===== src/rtl/da2_multi_pkg.sv =====
// rtl/da2_multi_pkg.sv - shared frame constants, power-down codes and FSM states for da2_multi
package da2_multi_pkg;

  localparam int FRAME_W = 16;
  localparam int FIELD_W = 12;

  localparam logic [1:0] PD_NORMAL = 2'b00;
  localparam logic [1:0] PD_1K     = 2'b01;
  localparam logic [1:0] PD_100K   = 2'b10;
  localparam logic [1:0] PD_HIZ    = 2'b11;

  typedef enum logic [1:0] {
    IDLE  = 2'd0,
    SHIFT = 2'd1,
    GAP   = 2'd2
  } state_t;

  function automatic logic [FRAME_W-1:0] make_frame(input logic [1:0] pd,
                                                     input logic [FIELD_W-1:0] sample);
    return {2'b00, pd, sample};
  endfunction

endpackage


===== src/rtl/da2_multi_sclk_gen.sv =====
// rtl/da2_multi_sclk_gen.sv - SCLK half-period generator with rise/fall strobes
// Strobes are high in the cycle before the edge that changes the SCLK level.
module da2_multi_sclk_gen #(
  parameter int SCLK_HALF = 2
) (
  input  logic clk,
  input  logic rst,
  input  logic en,
  output logic sclk,
  output logic rise,
  output logic fall
);

  localparam int CW = (SCLK_HALF > 1) ? $clog2(SCLK_HALF) : 1;
  localparam logic [CW-1:0] LAST = CW'(SCLK_HALF - 1);

  logic [CW-1:0] cnt;
  logic          toggle;

  assign toggle = en && (cnt == LAST);
  assign rise   = toggle && !sclk;
  assign fall   = toggle && sclk;

  always_ff @(posedge clk or posedge rst) begin
    if (rst) begin
      cnt  <= '0;
      sclk <= 1'b1;
    end else if (!en) begin
      cnt  <= '0;
      sclk <= 1'b1;
    end else if (toggle) begin
      cnt  <= '0;
      sclk <= ~sclk;
    end else begin
      cnt <= cnt + CW'(1);
    end
  end

endmodule


===== src/rtl/da2_multi.sv =====
// rtl/da2_multi.sv - multi-channel Pmod DA2 (DAC121S101) driver; DA2_DBUF_EN adds a pending-update buffer
module da2_multi
  import da2_multi_pkg::*;
#(
  parameter int NUM_CH    = 2,
  parameter int DATA_W    = 12,
  parameter int SCLK_HALF = 2,
  parameter int SYNC_GAP  = 4
) (
  input  logic                     clk,
  input  logic                     rst,
  output logic                     SCLK,
  output logic                     SYNC,
  output logic [NUM_CH-1:0]        SDATA,
  input  logic [NUM_CH*DATA_W-1:0] value,
  input  logic [NUM_CH*2-1:0]      mode,
  input  logic [NUM_CH-1:0]        ch_en,
  input  logic                     update,
  output logic                     busy,
  output logic                     done
);

  localparam int PAD = FIELD_W - DATA_W;
  localparam int GW  = $clog2(SYNC_GAP + 1);
  localparam logic [GW-1:0] GAP_LAST = GW'(SYNC_GAP - 1);

  state_t              state, state_next;
  logic                load, shift_end, gap_end;
  logic                sclk_rise, sclk_fall;
  logic [4:0]          bit_cnt;
  logic [GW-1:0]       gap_cnt;
  logic [DATA_W-1:0]   hold_val  [NUM_CH];
  logic [1:0]          hold_mode [NUM_CH];
  logic [DATA_W-1:0]   ld_val    [NUM_CH];
  logic [1:0]          ld_mode   [NUM_CH];
  logic [FRAME_W-1:0]  shift_reg [NUM_CH];
  logic [NUM_CH*DATA_W-1:0] src_value;
  logic [NUM_CH*2-1:0]      src_mode;
  logic [NUM_CH-1:0]        src_en;

  da2_multi_sclk_gen #(.SCLK_HALF(SCLK_HALF)) u_sclk (
    .clk  (clk),
    .rst  (rst),
    .en   (state == SHIFT),
    .sclk (SCLK),
    .rise (sclk_rise),
    .fall (sclk_fall)
  );

`ifdef DA2_DBUF_EN
  logic                     pend, use_pend;
  logic [NUM_CH*DATA_W-1:0] pend_value;
  logic [NUM_CH*2-1:0]      pend_mode;
  logic [NUM_CH-1:0]        pend_en;

  assign src_value = use_pend ? pend_value : value;
  assign src_mode  = use_pend ? pend_mode  : mode;
  assign src_en    = use_pend ? pend_en    : ch_en;
`else
  assign src_value = value;
  assign src_mode  = mode;
  assign src_en    = ch_en;
`endif

  assign shift_end = (state == SHIFT) && sclk_rise && (bit_cnt == 5'd16);
  assign gap_end   = (state == GAP) && (gap_cnt == GAP_LAST);

  always_comb begin
    for (int i = 0; i < NUM_CH; i++) begin
      ld_val[i]   = src_en[i] ? src_value[i*DATA_W +: DATA_W] : hold_val[i];
      ld_mode[i]  = src_en[i] ? src_mode[i*2 +: 2] : hold_mode[i];
      SDATA[i]    = shift_reg[i][FRAME_W-1];
    end
  end

  always_ff @(posedge clk or posedge rst) begin
    if (rst) state <= IDLE;
    else     state <= state_next;
  end

  always_comb begin
    state_next = state;
    load       = 1'b0;
`ifdef DA2_DBUF_EN
    use_pend   = 1'b0;
`endif
    case (state)
      IDLE: if (update && !busy) begin
        load       = 1'b1;
        state_next = SHIFT;
      end
      SHIFT: if (shift_end) state_next = GAP;
      GAP: if (gap_end) begin
        state_next = IDLE;
`ifdef DA2_DBUF_EN
        if (pend) begin
          load       = 1'b1;
          use_pend   = 1'b1;
          state_next = SHIFT;
        end
`endif
      end
      default: state_next = IDLE;
    endcase
  end

  always_ff @(posedge clk or posedge rst) begin
    if (rst) begin
      SYNC    <= 1'b1;
      busy    <= 1'b0;
      done    <= 1'b0;
      bit_cnt <= '0;
      gap_cnt <= '0;
      for (int i = 0; i < NUM_CH; i++) begin
        hold_val[i]  <= '0;
        hold_mode[i] <= PD_NORMAL;
        shift_reg[i] <= '0;
      end
    end else begin
      done <= 1'b0;
      if (load) begin
        SYNC    <= 1'b0;
        busy    <= 1'b1;
        bit_cnt <= '0;
        for (int i = 0; i < NUM_CH; i++) begin
          hold_val[i]  <= ld_val[i];
          hold_mode[i] <= ld_mode[i];
          shift_reg[i] <= make_frame(ld_mode[i], 12'(ld_val[i]) << PAD);
        end
      end
      case (state)
        SHIFT: begin
          if (sclk_fall) bit_cnt <= bit_cnt + 5'd1;
          if (shift_end) begin
            SYNC    <= 1'b1;
            gap_cnt <= '0;
            for (int i = 0; i < NUM_CH; i++) shift_reg[i] <= '0;
          end else if (sclk_rise) begin
            for (int i = 0; i < NUM_CH; i++)
              shift_reg[i] <= {shift_reg[i][FRAME_W-2:0], 1'b0};
          end
        end
        GAP: begin
          gap_cnt <= gap_cnt + GW'(1);
          if (gap_end) begin
            done <= 1'b1;
            if (!load) busy <= 1'b0;
          end
        end
        default: ;
      endcase
    end
  end

`ifdef DA2_DBUF_EN
  // A capture on the same edge the buffered frame launches wins over the clear.
  always_ff @(posedge clk or posedge rst) begin
    if (rst) begin
      pend       <= 1'b0;
      pend_value <= '0;
      pend_mode  <= '0;
      pend_en    <= '0;
    end else if (update && busy) begin
      pend       <= 1'b1;
      pend_value <= value;
      pend_mode  <= mode;
      pend_en    <= ch_en;
    end else if (use_pend) begin
      pend <= 1'b0;
    end
  end
`endif

endmodule


===== config.mk =====
export PLATFORM = sky130hd
export DESIGN_NAME = da2_multi
export DESIGN_NICKNAME = d
export VERILOG_FILES = /design/src/rtl/da2_multi_pkg.sv /design/src/rtl/da2_multi_sclk_gen.sv /design/src/rtl/da2_multi.sv
export SDC_FILE = /design/constraint.sdc
export NUM_CORES = 1
export LEC_CHECK = 0
export CELL_PAD_IN_SITES_DETAIL_PLACEMENT = 1
export CELL_PAD_IN_SITES_GLOBAL_PLACEMENT = 2
export CORE_AREA = 2 2 102 104
export CTS_CLUSTER_DIAMETER = 80
export DETAILED_ROUTE_END_ITERATION = 10
export DIE_AREA = 0 0 104 106
export PLACE_DENSITY_LB_ADDON = 0.1
export SETUP_SLACK_MARGIN = 0.02
export SLEW_MARGIN = 10
export SYNTH_ARGS = -nofsm -noshare
export SYNTH_HDL_FRONTEND = slang
export SYNTH_SLANG_ARGS = --single-unit

===== constraint.sdc =====
create_clock -name clk -period 3 [get_ports clk]
set_input_delay 0.6 -clock clk [delete_from_list [all_inputs] [get_ports clk]]
set_output_delay 0.6 -clock clk [all_outputs]
set_load 0.01 [all_outputs]

==> impl_metrics.ini <==
[grt]
grt-ovfl-total = 0
antenna_found_initial = 0
grt_pass1_vias = 2782
grt_pass1_wl_um = 13500
track_usage = 0.153
grt_max_degree = 40

[synth]
yosysUniqueCellTypes = 33
yosys_warnings = 0
ys_seq_area_frac = 0.527
syn-num-nets = 368
ys_ff_latch = 75
synthFlopType = dfrtp_1
avgSynthCellArea_um2 = 10.8
synth_edf_count = 0
async_flop_share = 1.00
synth.top_cell.area_share = 0.512
yosysTopAreaCell = dfrtp_1
netlist_instances = 331
synthesis.area_um2 = 3570
synth_top_cells_by_area = dfrtp_1 (51%), mux2_1 (6.3%), a211oi_1 (5.9%)

[sta]
fin_tns_setup_ns = 0
setup_ws_ns = 0.939
max_freq_mhz = 485
min_period_ns = 2.06
fin_crit_sh = 0.687
rsz0062_at_grt = false
whs_ns = 0.482
hold_viol_final = 0
worst_pin_slew_ns = 0.601
maxSlewViolCount = 0
slew_headroom = 0.599
setup_violations = 0
fin_skew_ns = 0.00708

[place]
hpwl_um = 5120
numPortBuffers = 38
gp_routability_congestion = 0.706
preCtsSetupSlack_ns = 0.577

[detailed_routing]
routedWlPerCell_um = 15.0
drc = 0
drtPass1Iterations = 4
vias = 2596
routed_via_density = 5.16
dr.first_iter.drc_count = 47
final_antenna_net_count = 0
wl_um = 7550

[floorplanning]
die_width_um = 104
die-area_um2 = 11000
placeableCoreArea_um2 = 10000
fp.dieH_um = 106
initial_core_util = 0.357
floorplan.rows = 37
ios = 39

[setup_path]
critPathCapture = SCLK
path_buf_inv = 1
endpoint_kind = output pin
path_depth = 1
reg2reg_from = bit_cnt[0]
worstSetupPathType = reg -> out
cp_cell_sequence = clkdlybuf4s50_1
cp_max_fo = 5
r2r_end = gap_cnt[1]
cpPeakStageDelay_ns = 0.58
crit_path_start_kind = flop
cpLargestDelayFamily = flip-flops
reg2reg_depth = 6
cp.required_ns = 2.40
arrival_ns = 1.46
r2r_setup_slack_ns = 1.02
startpoint = u_sclk.sclk
critPathSlowestCell = dfstp_2

[cts]
root_buffer = clkbuf_8
post_cts_resized = 0
cts_setup_buffers = 0
ctsHoldBuffers = 0
cts_tree = yes
clk_path_buf_depth = 2
clock_latency_ns = 0.34
numCtsBuffers = 9
path_clk_slew_ns = 0.07
htree_num_levels = 3
cts_num_sinks = 75

[pwr]
power_leakage_nw = 1.73
max-vdd-ir-drop_mv = 0.323
power.density_nw_per_um2 = 832
total_power_w = 0.00358

[finish]
area_growth_syn_to_layout_pct = 20.7
largest_reg_flops = 30
layout_commonest_cell = dfrtp_1
nets = 399
layout-drive-gt1-share = 0.114
mostFrequentLayoutCells = dfrtp_1 (73), nand3_1 (38), clkdlybuf4s50_1 (38)
fill_cells = 1134
antenna_cells = 0

[status]
status = complete, no violations

[job]
drv_cap = 0

[hold_path]
min_path_type = reg -> reg
[Yosys cell counts, types with 2 or more instances]
master	number
o31ai_1	28
nand2_1	7
nor2_1	32
buf_6	2
nand3_1	38
dfrtp_1	73
nand2_2	2
inv_1	6
ha_1	4
o21ai_0	6
buf_1	3
a211oi_1	28
clkbuf_1	11
o22ai_1	2
mux2_1	20
o211ai_1	3
nand2b_1	3
mux2_2	8
nor2b_1	27
dfstp_2	2
mux2i_1	2
nand4bb_1	2
buf_2	11
buf_4	2
[cell families (layout without fill, tap and decap cells)]
logic type,after synthesis,after routing,share of synthesized area
AO/OA/AOI/OAI,69,69,0.140
XOR/XNOR,1,1,0.00246
adder cells (fa/ha/maj),4,4,0.0140
buffers and inverters,35,71,0.0470
flip-flops,75,75,0.527
multiplexers,30,30,0.0940
AND/OR/NAND/NOR,117,117,0.176
[worst min path at each step]
stage	slack [ns]	endpoint	cells past startpoint	start
2_1_floorplan	0.45	bit_cnt[4]	1	bit_cnt[4]
3_3_place_gp	0.47	hold_val[11]	1	hold_val[11]
3_5_place_dp	0.47	hold_val[5]	1	hold_val[5]
4_1_cts	0.49	hold_val[5]	1	hold_val[5]
5_1_grt	0.50	hold_mode[2]	1	hold_mode[2]
6_report	0.48	hold_val[5]	1	hold_val[5]
[final cells by class]
cell class	instances	area, um^2	area share
Clock buffer	12	165	0.0384
Inverter	6	22.5	0.00523
Sequential cell	75	1880	0.437
Timing Repair Buffer	49	500	0.116
Multi-Input combinational cell	221	1520	0.353
Clock inverter	4	47.5	0.0110
Tap cell	136	170	0.0395
[metrics by stage]
| stage | area [um^2] | utilization | instances |
|---|---|---|---|
| after global placement | 4090 | 0.409 | 487 |
| after detailed placement | 4090 | 0.409 | 487 |
| after CTS | 4300 | 0.430 | 503 |
| after floorplan | 3570 | - | 331 |
| after global routing | 4300 | 0.430 | 503 |
| final | 4300 | 0.430 | 503 |
[metal layers]
layer / global-route usage / up-vias / wire, um
li1: - / 1255 / -
met1: 0.209 / 1292 / 3780
met2: 0.242 / 39 / 3380
met3: 0.0239 / 10 / 253
met4: 0.0637 / 0 / 127
met5: 0 / - / 0
[report_power, final]
part           total (W)  leakage, nW  switching (W)  internal (W)
clock network   0.000819        0.108       0.000369      0.000450
registers        0.00173        0.933       0.000259       0.00147
logic            0.00103        0.692       0.000485      0.000550
(Power assumes the default switching activity.)
